File: config.mk
export PLATFORM = sky130hd
export DESIGN_NAME = axis_pattern_gen_flat
export DESIGN_NICKNAME = d
export VERILOG_FILES = /design/src/rtl/axis_pattern_gen_pkg.sv /design/src/rtl/axis_pattern_gen_if.sv /design/src/rtl/axis_pattern_gen_prbs31_gen.sv /design/src/rtl/axis_pattern_gen.sv /design/src/flat_wrapper.sv
export SDC_FILE = /design/constraint.sdc
export NUM_CORES = 1
export LEC_CHECK = 0
export BUFFER_PORTS_ARGS = -buffer_cell sky130_fd_sc_hd__buf_2
export CORE_ASPECT_RATIO = 1.75
export CORE_MARGIN = 4
export CORE_UTILIZATION = 56
export CTS_CLUSTER_SIZE = 12
export DETAILED_ROUTE_END_ITERATION = 16
export GPL_TIMING_DRIVEN = 0
export PLACE_DENSITY = 0.9
export SYNTH_ARGS = -nofsm -noshare
export SYNTH_HDL_FRONTEND = slang
export SYNTH_SLANG_ARGS = --single-unit
File: constraint.sdc
create_clock -name axis_aclk -period 4.25 [get_ports axis_aclk]
set_clock_uncertainty 0.05 [all_clocks]
set_input_delay 1.0625 -clock axis_aclk [delete_from_list [all_inputs] [get_ports axis_aclk]]
set_output_delay 1.0625 -clock axis_aclk [all_outputs]
set_load 0.03 [all_outputs]
File: src/rtl/axis_pattern_gen_pkg.sv
`default_nettype none
// ============================================================================
// Module      : axis_pattern_pkg
// Description : Shared constants for the AXI4-Stream pattern generator.
//               Holds the pattern mode codes, the FSM state encoding and the
//               PRBS31 tap positions.
// Revision    : 1.0 - initial release
// ============================================================================
package axis_pattern_pkg;

    // Pattern select codes presented on cfg_mode
    localparam logic [1:0] MODE_INC   = 2'd0;
    localparam logic [1:0] MODE_WALK1 = 2'd1;
    localparam logic [1:0] MODE_PRBS  = 2'd2;
    localparam logic [1:0] MODE_CONST = 2'd3;

    // Run-control FSM encoding
    typedef enum logic [1:0] {
        ST_IDLE = 2'd0,
        ST_SEND = 2'd1,
        ST_GAP  = 2'd2,
        ST_DONE = 2'd3
    } state_t;

    // x^31 + x^28 + 1 expressed as zero-based state bit indices
    localparam int PRBS_TAP_HI = 30;
    localparam int PRBS_TAP_LO = 27;

endpackage
`default_nettype wire

File: src/rtl/axis_pattern_gen_if.sv
`default_nettype none
// ============================================================================
// Module      : axis_pattern_gen_if
// Description : AXI4-Stream bundle used by the pattern generator.
//               master: drives tvalid/tdata/tkeep/tlast, samples tready.
//               slave : samples payload, drives tready.
// Revision    : 1.0 - initial release
// ============================================================================
interface axis_pattern_gen_if #(
    parameter int DATA_W = 256
) ();
    logic                  tvalid;
    logic                  tready;
    logic [DATA_W-1:0]     tdata;
    logic [DATA_W/8-1:0]   tkeep;
    logic                  tlast;

    modport master (
        output tvalid,
        output tdata,
        output tkeep,
        output tlast,
        input  tready
    );

    modport slave (
        input  tvalid,
        input  tdata,
        input  tkeep,
        input  tlast,
        output tready
    );
endinterface
`default_nettype wire

File: src/rtl/axis_pattern_gen_prbs31_gen.sv
`default_nettype none
// ============================================================================
// Module      : prbs31_gen
// Description : 32-bit Fibonacci LFSR implementing x^31 + x^28 + 1.
//               Ports: clk, rst (sync, active-high), seed_load (reload SEED),
//               advance (one step), state (current 32-bit register).
// Revision    : 1.0 - initial release
// ============================================================================
module prbs31_gen
    import axis_pattern_pkg::*;
#(
    parameter logic [31:0] SEED = 32'h0000_0001
) (
    input  wire logic        clk,
    input  wire logic        rst,
    input  wire logic        seed_load,
    input  wire logic        advance,
    output logic [31:0]      state
);

    logic [31:0] r_state;
    logic        w_fb;

    assign w_fb = r_state[PRBS_TAP_HI] ^ r_state[PRBS_TAP_LO];

    always_ff @(posedge clk) begin
        if (rst) begin
            r_state <= SEED;
        end else if (seed_load) begin
            r_state <= SEED;
        end else if (advance) begin
            r_state <= {r_state[30:0], w_fb};
        end
    end

    assign state = r_state;

endmodule
`default_nettype wire

File: src/rtl/axis_pattern_gen.sv
`default_nettype none
// ============================================================================
// Module      : axis_pattern_gen
// Description : AXI4-Stream test-traffic source. Emits bursts of programmable
//               length, gap and partial last beat carrying an INC, WALK1,
//               PRBS31 or constant pattern.
// Ports       : axis_aclk/axis_areset - clock, sync active-high reset
//               start/stop            - run request (edge) / graceful stop
//               cfg_*                 - run configuration, sampled at start
//               axis                  - AXIS master bundle
//               busy/done/beat_total  - run status
// Revision    : 1.0 - initial release
// ============================================================================
module axis_pattern_gen
    import axis_pattern_pkg::*;
#(
    parameter int          DATA_W    = 256,
    parameter logic [31:0] SEED      = 32'h0000_0001,
    parameter logic [31:0] CONST_PAT = 32'hA5A5_5A5A
) (
    input  wire logic                        axis_aclk,
    input  wire logic                        axis_areset,
    input  wire logic                        start,
    input  wire logic                        stop,
    input  wire logic [1:0]                  cfg_mode,
    input  wire logic [15:0]                 cfg_burst_len,
    input  wire logic [15:0]                 cfg_num_bursts,
    input  wire logic [7:0]                  cfg_gap,
    input  wire logic [$clog2(DATA_W/8):0]   cfg_last_bytes,
    axis_pattern_gen_if.master               axis,
    output logic                             busy,
    output logic                             done,
    output logic [31:0]                      beat_total
);

    localparam int KEEP_W  = DATA_W / 8;
    localparam int LB_W    = $clog2(KEEP_W) + 1;
    localparam int N_WORDS = DATA_W / 32;

    state_t              r_state;
    state_t              w_state_next;

    logic                r_start_d;
    logic [1:0]          r_mode;
    logic [15:0]         r_len;
    logic [15:0]         r_num;
    logic [7:0]          r_gap;
    logic [LB_W-1:0]     r_last_bytes;

    logic [15:0]         r_beat_cnt;     // 1-based position inside current burst
    logic [15:0]         r_burst_idx;    // 1-based index of current burst
    logic [7:0]          r_gap_cnt;      // remaining idle cycles minus one
    logic [31:0]         r_inc;
    logic [DATA_W-1:0]   r_walk;
    logic [31:0]         r_beat_total;
    logic [31:0]         w_prbs;

    logic                w_start_edge;
    logic                w_launch;
    logic                w_hs;
    logic                w_last_beat;
    logic                w_run_complete;
    logic                w_valid;
    logic                w_busy;
    logic                w_done;
    logic [DATA_W-1:0]   w_pattern;
    logic [KEEP_W-1:0]   w_keep_last;

    assign w_start_edge   = start & ~r_start_d;
    assign w_launch       = (r_state == ST_IDLE) & w_start_edge;
    // Derived from state rather than w_valid to keep the FSM block acyclic
    assign w_hs           = (r_state == ST_SEND) & axis.tready;
    assign w_last_beat    = (r_beat_cnt == r_len);
    assign w_run_complete = (r_num != 16'd0) && (r_burst_idx == r_num);

    // ------------------------------------------------------------------
    // FSM state register
    // ------------------------------------------------------------------
    always_ff @(posedge axis_aclk) begin
        if (axis_areset) begin
            r_state <= ST_IDLE;
        end else begin
            r_state <= w_state_next;
        end
    end

    // ------------------------------------------------------------------
    // FSM next state and state-decoded outputs
    // ------------------------------------------------------------------
    always_comb begin
        w_state_next = r_state;
        w_valid      = 1'b0;
        w_busy       = 1'b0;
        w_done       = 1'b0;
        case (r_state)
            ST_IDLE: begin
                if (w_start_edge) begin
                    w_state_next = ST_SEND;
                end
            end
            ST_SEND: begin
                w_valid = 1'b1;
                w_busy  = 1'b1;
                if (w_hs && w_last_beat) begin
                    if (w_run_complete || stop) begin
                        w_state_next = ST_DONE;
                    end else if (r_gap == 8'd0) begin
                        w_state_next = ST_SEND;
                    end else begin
                        w_state_next = ST_GAP;
                    end
                end
            end
            ST_GAP: begin
                w_busy = 1'b1;
                if (r_gap_cnt == 8'd0) begin
                    w_state_next = ST_SEND;
                end
            end
            ST_DONE: begin
                w_done       = 1'b1;
                w_state_next = ST_IDLE;
            end
            default: begin
                w_state_next = ST_IDLE;
            end
        endcase
    end

    // ------------------------------------------------------------------
    // Configuration capture, burst counters and pattern registers
    // ------------------------------------------------------------------
    always_ff @(posedge axis_aclk) begin
        if (axis_areset) begin
            r_start_d    <= 1'b0;
            r_mode       <= 2'd0;
            r_len        <= 16'd0;
            r_num        <= 16'd0;
            r_gap        <= 8'd0;
            r_last_bytes <= '0;
            r_beat_cnt   <= 16'd0;
            r_burst_idx  <= 16'd0;
            r_gap_cnt    <= 8'd0;
            r_inc        <= 32'd1;
            r_walk       <= DATA_W'(1);
            r_beat_total <= 32'd0;
        end else begin
            r_start_d <= start;
            if (w_launch) begin
                r_mode       <= cfg_mode;
                r_len        <= (cfg_burst_len == 16'd0) ? 16'd1 : cfg_burst_len;
                r_num        <= cfg_num_bursts;
                r_gap        <= cfg_gap;
                r_last_bytes <= cfg_last_bytes;
                r_beat_cnt   <= 16'd1;
                r_burst_idx  <= 16'd1;
                r_gap_cnt    <= 8'd0;
                r_inc        <= 32'd1;
                r_walk       <= DATA_W'(1);
                r_beat_total <= 32'd0;
            end else begin
                if (w_hs) begin
                    r_beat_total <= r_beat_total + 32'd1;
                    r_inc        <= r_inc + 32'd1;
                    r_walk       <= {r_walk[DATA_W-2:0], r_walk[DATA_W-1]};
                    if (w_last_beat) begin
                        r_beat_cnt  <= 16'd1;
                        r_burst_idx <= r_burst_idx + 16'd1;
                        // Only consumed when the gap is non-zero
                        r_gap_cnt   <= r_gap - 8'd1;
                    end else begin
                        r_beat_cnt  <= r_beat_cnt + 16'd1;
                    end
                end
                if ((r_state == ST_GAP) && (r_gap_cnt != 8'd0)) begin
                    r_gap_cnt <= r_gap_cnt - 8'd1;
                end
            end
        end
    end

    prbs31_gen #(
        .SEED (SEED)
    ) u_prbs (
        .clk       (axis_aclk),
        .rst       (axis_areset),
        .seed_load (w_launch),
        .advance   (w_hs),
        .state     (w_prbs)
    );

    // ------------------------------------------------------------------
    // Payload selection and last-beat byte mask
    // ------------------------------------------------------------------
    always_comb begin
        w_pattern = '0;
        case (r_mode)
            MODE_INC:   w_pattern = DATA_W'(r_inc);
            MODE_WALK1: w_pattern = r_walk;
            MODE_PRBS:  w_pattern = {N_WORDS{w_prbs}};
            MODE_CONST: w_pattern = {N_WORDS{CONST_PAT}};
            default:    w_pattern = '0;
        endcase
    end

    always_comb begin
        w_keep_last = '1;
        if ((r_last_bytes != '0) && (r_last_bytes < LB_W'(KEEP_W))) begin
            w_keep_last = (KEEP_W'(1) << r_last_bytes) - KEEP_W'(1);
        end
    end

    // Payload is forced to zero outside SEND so idle/reset outputs read 0
    assign axis.tvalid = w_valid;
    assign axis.tdata  = w_valid ? w_pattern : '0;
    assign axis.tlast  = w_valid & w_last_beat;
    assign axis.tkeep  = w_valid ? (w_last_beat ? w_keep_last : '1) : '0;

    assign busy        = w_busy;
    assign done        = w_done;
    assign beat_total  = r_beat_total;

endmodule
`default_nettype wire

File: src/flat_wrapper.sv
// flat-port wrapper written by rule: the top's interface ports become plain ports
module axis_pattern_gen_flat import axis_pattern_pkg::*;
#(
    parameter int          DATA_W    = 256,
    parameter logic [31:0] SEED      = 32'h0000_0001,
    parameter logic [31:0] CONST_PAT = 32'hA5A5_5A5A
)
  (axis_aclk, axis_areset, start, stop, cfg_mode, cfg_burst_len, cfg_num_bursts, cfg_gap, cfg_last_bytes, busy, done, beat_total, axis_tvalid, axis_tdata, axis_tkeep, axis_tlast, axis_tready);
  axis_pattern_gen_if #(.DATA_W(DATA_W)) axis_i ();
  input  wire logic axis_aclk;
  input  wire logic axis_areset;
  input  wire logic start;
  input  wire logic stop;
  input  wire logic [1:0] cfg_mode;
  input  wire logic [15:0] cfg_burst_len;
  input  wire logic [15:0] cfg_num_bursts;
  input  wire logic [7:0] cfg_gap;
  input  wire logic [$clog2(DATA_W/8):0] cfg_last_bytes;
  output logic busy;
  output logic done;
  output logic [31:0] beat_total;
  output wire logic [$bits(axis_i.tvalid)-1:0] axis_tvalid;
  output wire logic [$bits(axis_i.tdata)-1:0] axis_tdata;
  output wire logic [$bits(axis_i.tkeep)-1:0] axis_tkeep;
  output wire logic [$bits(axis_i.tlast)-1:0] axis_tlast;
  input wire logic [$bits(axis_i.tready)-1:0] axis_tready;
  assign axis_tvalid = axis_i.tvalid;
  assign axis_tdata = axis_i.tdata;
  assign axis_tkeep = axis_i.tkeep;
  assign axis_tlast = axis_i.tlast;
  assign axis_i.tready = axis_tready;
  axis_pattern_gen #(.DATA_W(DATA_W), .SEED(SEED), .CONST_PAT(CONST_PAT)) u_core (.axis_aclk(axis_aclk), .axis_areset(axis_areset), .start(start), .stop(stop), .cfg_mode(cfg_mode), .cfg_burst_len(cfg_burst_len), .cfg_num_bursts(cfg_num_bursts), .cfg_gap(cfg_gap), .cfg_last_bytes(cfg_last_bytes), .axis(axis_i), .busy(busy), .done(done), .beat_total(beat_total));
endmodule
==> metrics.cfg <==
[logic_synthesis]
seq_area_frac_synth=0.4299
syn_nets=2926
avgSynthCellArea_um2=7.205
ys_warn_count=0
synth_area_um2=20630
postSynth.asyncResetShare=0
synth_seq_cells=443
postSynthCellCount=2863
synth.distinct_cells=60
synth_edf_count=0
synthFlopType=dfxtp_1

[setup_path]
cp-end-kind=output pin
path_class=reg2out
cp_max_fo=10
required_ns=3.14
crit_end=axis_tdata[38]
crit_start=u_core.r_mode[0]
crit_arrival_ns=3.26
rr_worst_depth=9
crit_path_start_kind=flop
reg2reg_from=u_core.r_state[1]
rr_endpoint=u_core.r_walk[6]
r2r_slack_ns=1.02

[clocking]
postCtsHoldBufs=0
cts_max_level=2
root_buffer=clkbuf_16
cts_tree=built
path_clk_slew_ns=0.06
cts_max_path_buffers=3
cts_sinks=443
clock_latency_ns=0.56
cts_made_buffers=43

[sta]
setup_slack_ns=-0.1202
setup_tns_ns=-0.1674
final_hold_viol_count=0
timing.fmax_mhz=228.8
rsz0062_at_grt=yes
finalSetupViolCount=2
period_minus_slack_ns=4.370
drv_slew=0
max_slew_margin=0.03213
worst_slew_pin_slew_ns=1.442
fin_crit_sh=1.028

[floorplan]
initial_core_util=0.5689
die_w_um=153.1
core_um2=36260
rows=92
pin_count=377
dieArea_um2=40090
die-height_um=261.9

[status]
status=complete, but fails checks
violations=setup timing

[power_and_ir_drop]
total_leakage_power_uw=0.008863
power_density_nw_per_um2=373.6
vdd_drop_max_mv=0.3400

[flow_run]
max_cap_violations=0

[drt]
via_per_inst=5.956
drt_iter0_markers=2140
vias=22419
wl_per_cell_um=20.01
drc=0
dr.pass1.iters=6
antenna_left=0
routed_wirelength_mm=75.33

[placement]
port_buffers=375
place_congestion=0.9609
dp_hpwl_mm=54.49

[global_routing]
track_usage=0.3544
grt_max_degree=13
grt_antenna_before_repair=1
grt_pass1_vias=21103
grt_pass1_wl_mm=113.3
grt_overflow=0

[layout]
fin_util=0.6746
nets=3348
drive_gt1_frac=0.1594
area_delta_synth_final_pct=18.57

[min_path]
hp-class=reg2reg

## cells in the mapped netlist (all sizes together) (20+ instances only)
| library cell | n | area, um^2 |
|---|---|---|
| nand2 | 950 | 3566 |
| a21oi | 605 | 3028 |
| dfxtp | 443 | 8869 |
| clkbuf | 200 | 760.7 |
| nor2 | 135 | 506.7 |
| xor2 | 80 | 700.7 |
| o21ai | 48 | 244.0 |
| xnor2 | 42 | 367.9 |
| mux2i | 39 | 390.4 |
| nand3 | 32 | 160.2 |
| nand4 | 32 | 215.2 |
| nor4 | 25 | 175.2 |
| and3 | 20 | 130.1 |
| or2 | 20 | 125.1 |
## placed cells by master, fill, tap and decap left out, types with 6 or more instances in the layout
cell type and count:
nand2_2 10, nand3_1 32, or2_2 19, xnor2_1 42, and4_1 15, clkbuf_1 182
nand4_1 31, and3_1 18, nor3_1 17, o21ai_0 28, nand2_1 940, a22oi_1 6
dfxtp_1 441, mux2i_1 39, o21ai_2 15, xor2_1 80, or3_1 10, a21oi_1 605
o21a_1 19, nor4_1 19, nor2_1 131, clkbuf_16 44, inv_1 14, clkbuf_2 19
buf_2 381, buf_1 10, a31oi_1 8, nor2b_1 7, a22o_1 18, ha_1 10
## worst min path at each step
stage | start | to | slack, ns | depth (start not counted)
6_report | u_core.r_walk[228] | u_core.r_walk[229] | 0.40 | 2
5_1_grt | u_core.r_walk[185] | u_core.r_walk[186] | 0.43 | 2
4_1_cts | u_core.r_walk[228] | u_core.r_walk[229] | 0.40 | 2
3_5_place_dp | u_core.r_walk[83] | u_core.r_walk[84] | 0.41 | 2
3_3_place_gp | u_core.r_walk[141] | u_core.r_walk[142] | 0.40 | 2
2_1_floorplan | u_core.r_walk[9] | u_core.r_walk[10] | 0.39 | 2
## final cells by class
class	instances	area (um^2)
Fill cell	3112	11800
Multi-Input combinational cell	2187	11000
Sequential cell	443	8871
Timing Repair Buffer	380	1922
Clock buffer	50	1124
Buffer	215	863.3
Tap cell	470	588.1
Inverter	15	56.30
Clock inverter	3	33.78
Antenna cell	1	2.502
## logic make-up (layout without fill, tap and decap cells)
logic type	after synthesis	in the layout	share of synthesized area
simple gates	1285	1285	0.2597
compound gates	730	730	0.1895
flops	443	443	0.4299
buf+inv	233	663	0.04361
xor+xnor	122	122	0.05180
mux	40	40	0.01947
fa+ha+maj	10	10	0.006065
other cells	0	1	0
## routing by layer
metal	share of wire	vias to the layer above	GRT usage
li1	-	10392	-
met1	0.32	10229	0.3646
met2	0.47	1363	0.6000
met3	0.094	435	0.06970
met4	0.11	0	0.3337
met5	0	-	0
## state kept, by name, indices dropped and copies added, names as in the netlist, 16 cells and up
register,cells
u_core.r_num,16
u_core.r_len,16
u_core.r_burst_idx,16
u_core.u_prbs.state,32
u_core.r_walk,256
u_core.beat_total,32
u_core.r_inc,32
u_core.r_beat_cnt,16
## critical path, stage by stage, from the launching register on
cell	delay, ns
dfxtp_1	0.33
clkbuf_1	0.22
clkbuf_2	0.32
o21ai_1	1.17
a21oi_1	0.36
buf_2	0.30
## power breakdown
part           leakage, uW  internal [uW]  switching (uW)
sequential         0.00358           4200            56.0
clock             0.000565           1850            1570
combinational      0.00472            357            1100
total              0.00886           6410            2730
## stage by stage
stage,hold WS (ns),setup WS (ns),power (uW),instance area (um^2),instances
floorplan,0.3947,0.4852,5276,20630,2863
global placement,0.4029,0.07572,5726,23090,3708
detailed placement,0.4071,0.07013,5736,23150,3709
CTS,0.4043,-0.1487,9096,24380,3762
global route,0.4266,-0.004787,9392,24460,3764
finish,0.4017,-0.1202,9139,24460,3764
## timing repair
action / 4_1_cts / 5_1_grt
pin swaps: 1 / 1
endpoints found under the setup margin: 137 / 142
setup buffers: 2 / 2
gates cloned: 0 / 0
gates resized for setup: 28 / 41
Note: power is estimated with default switching activity, not from simulation.
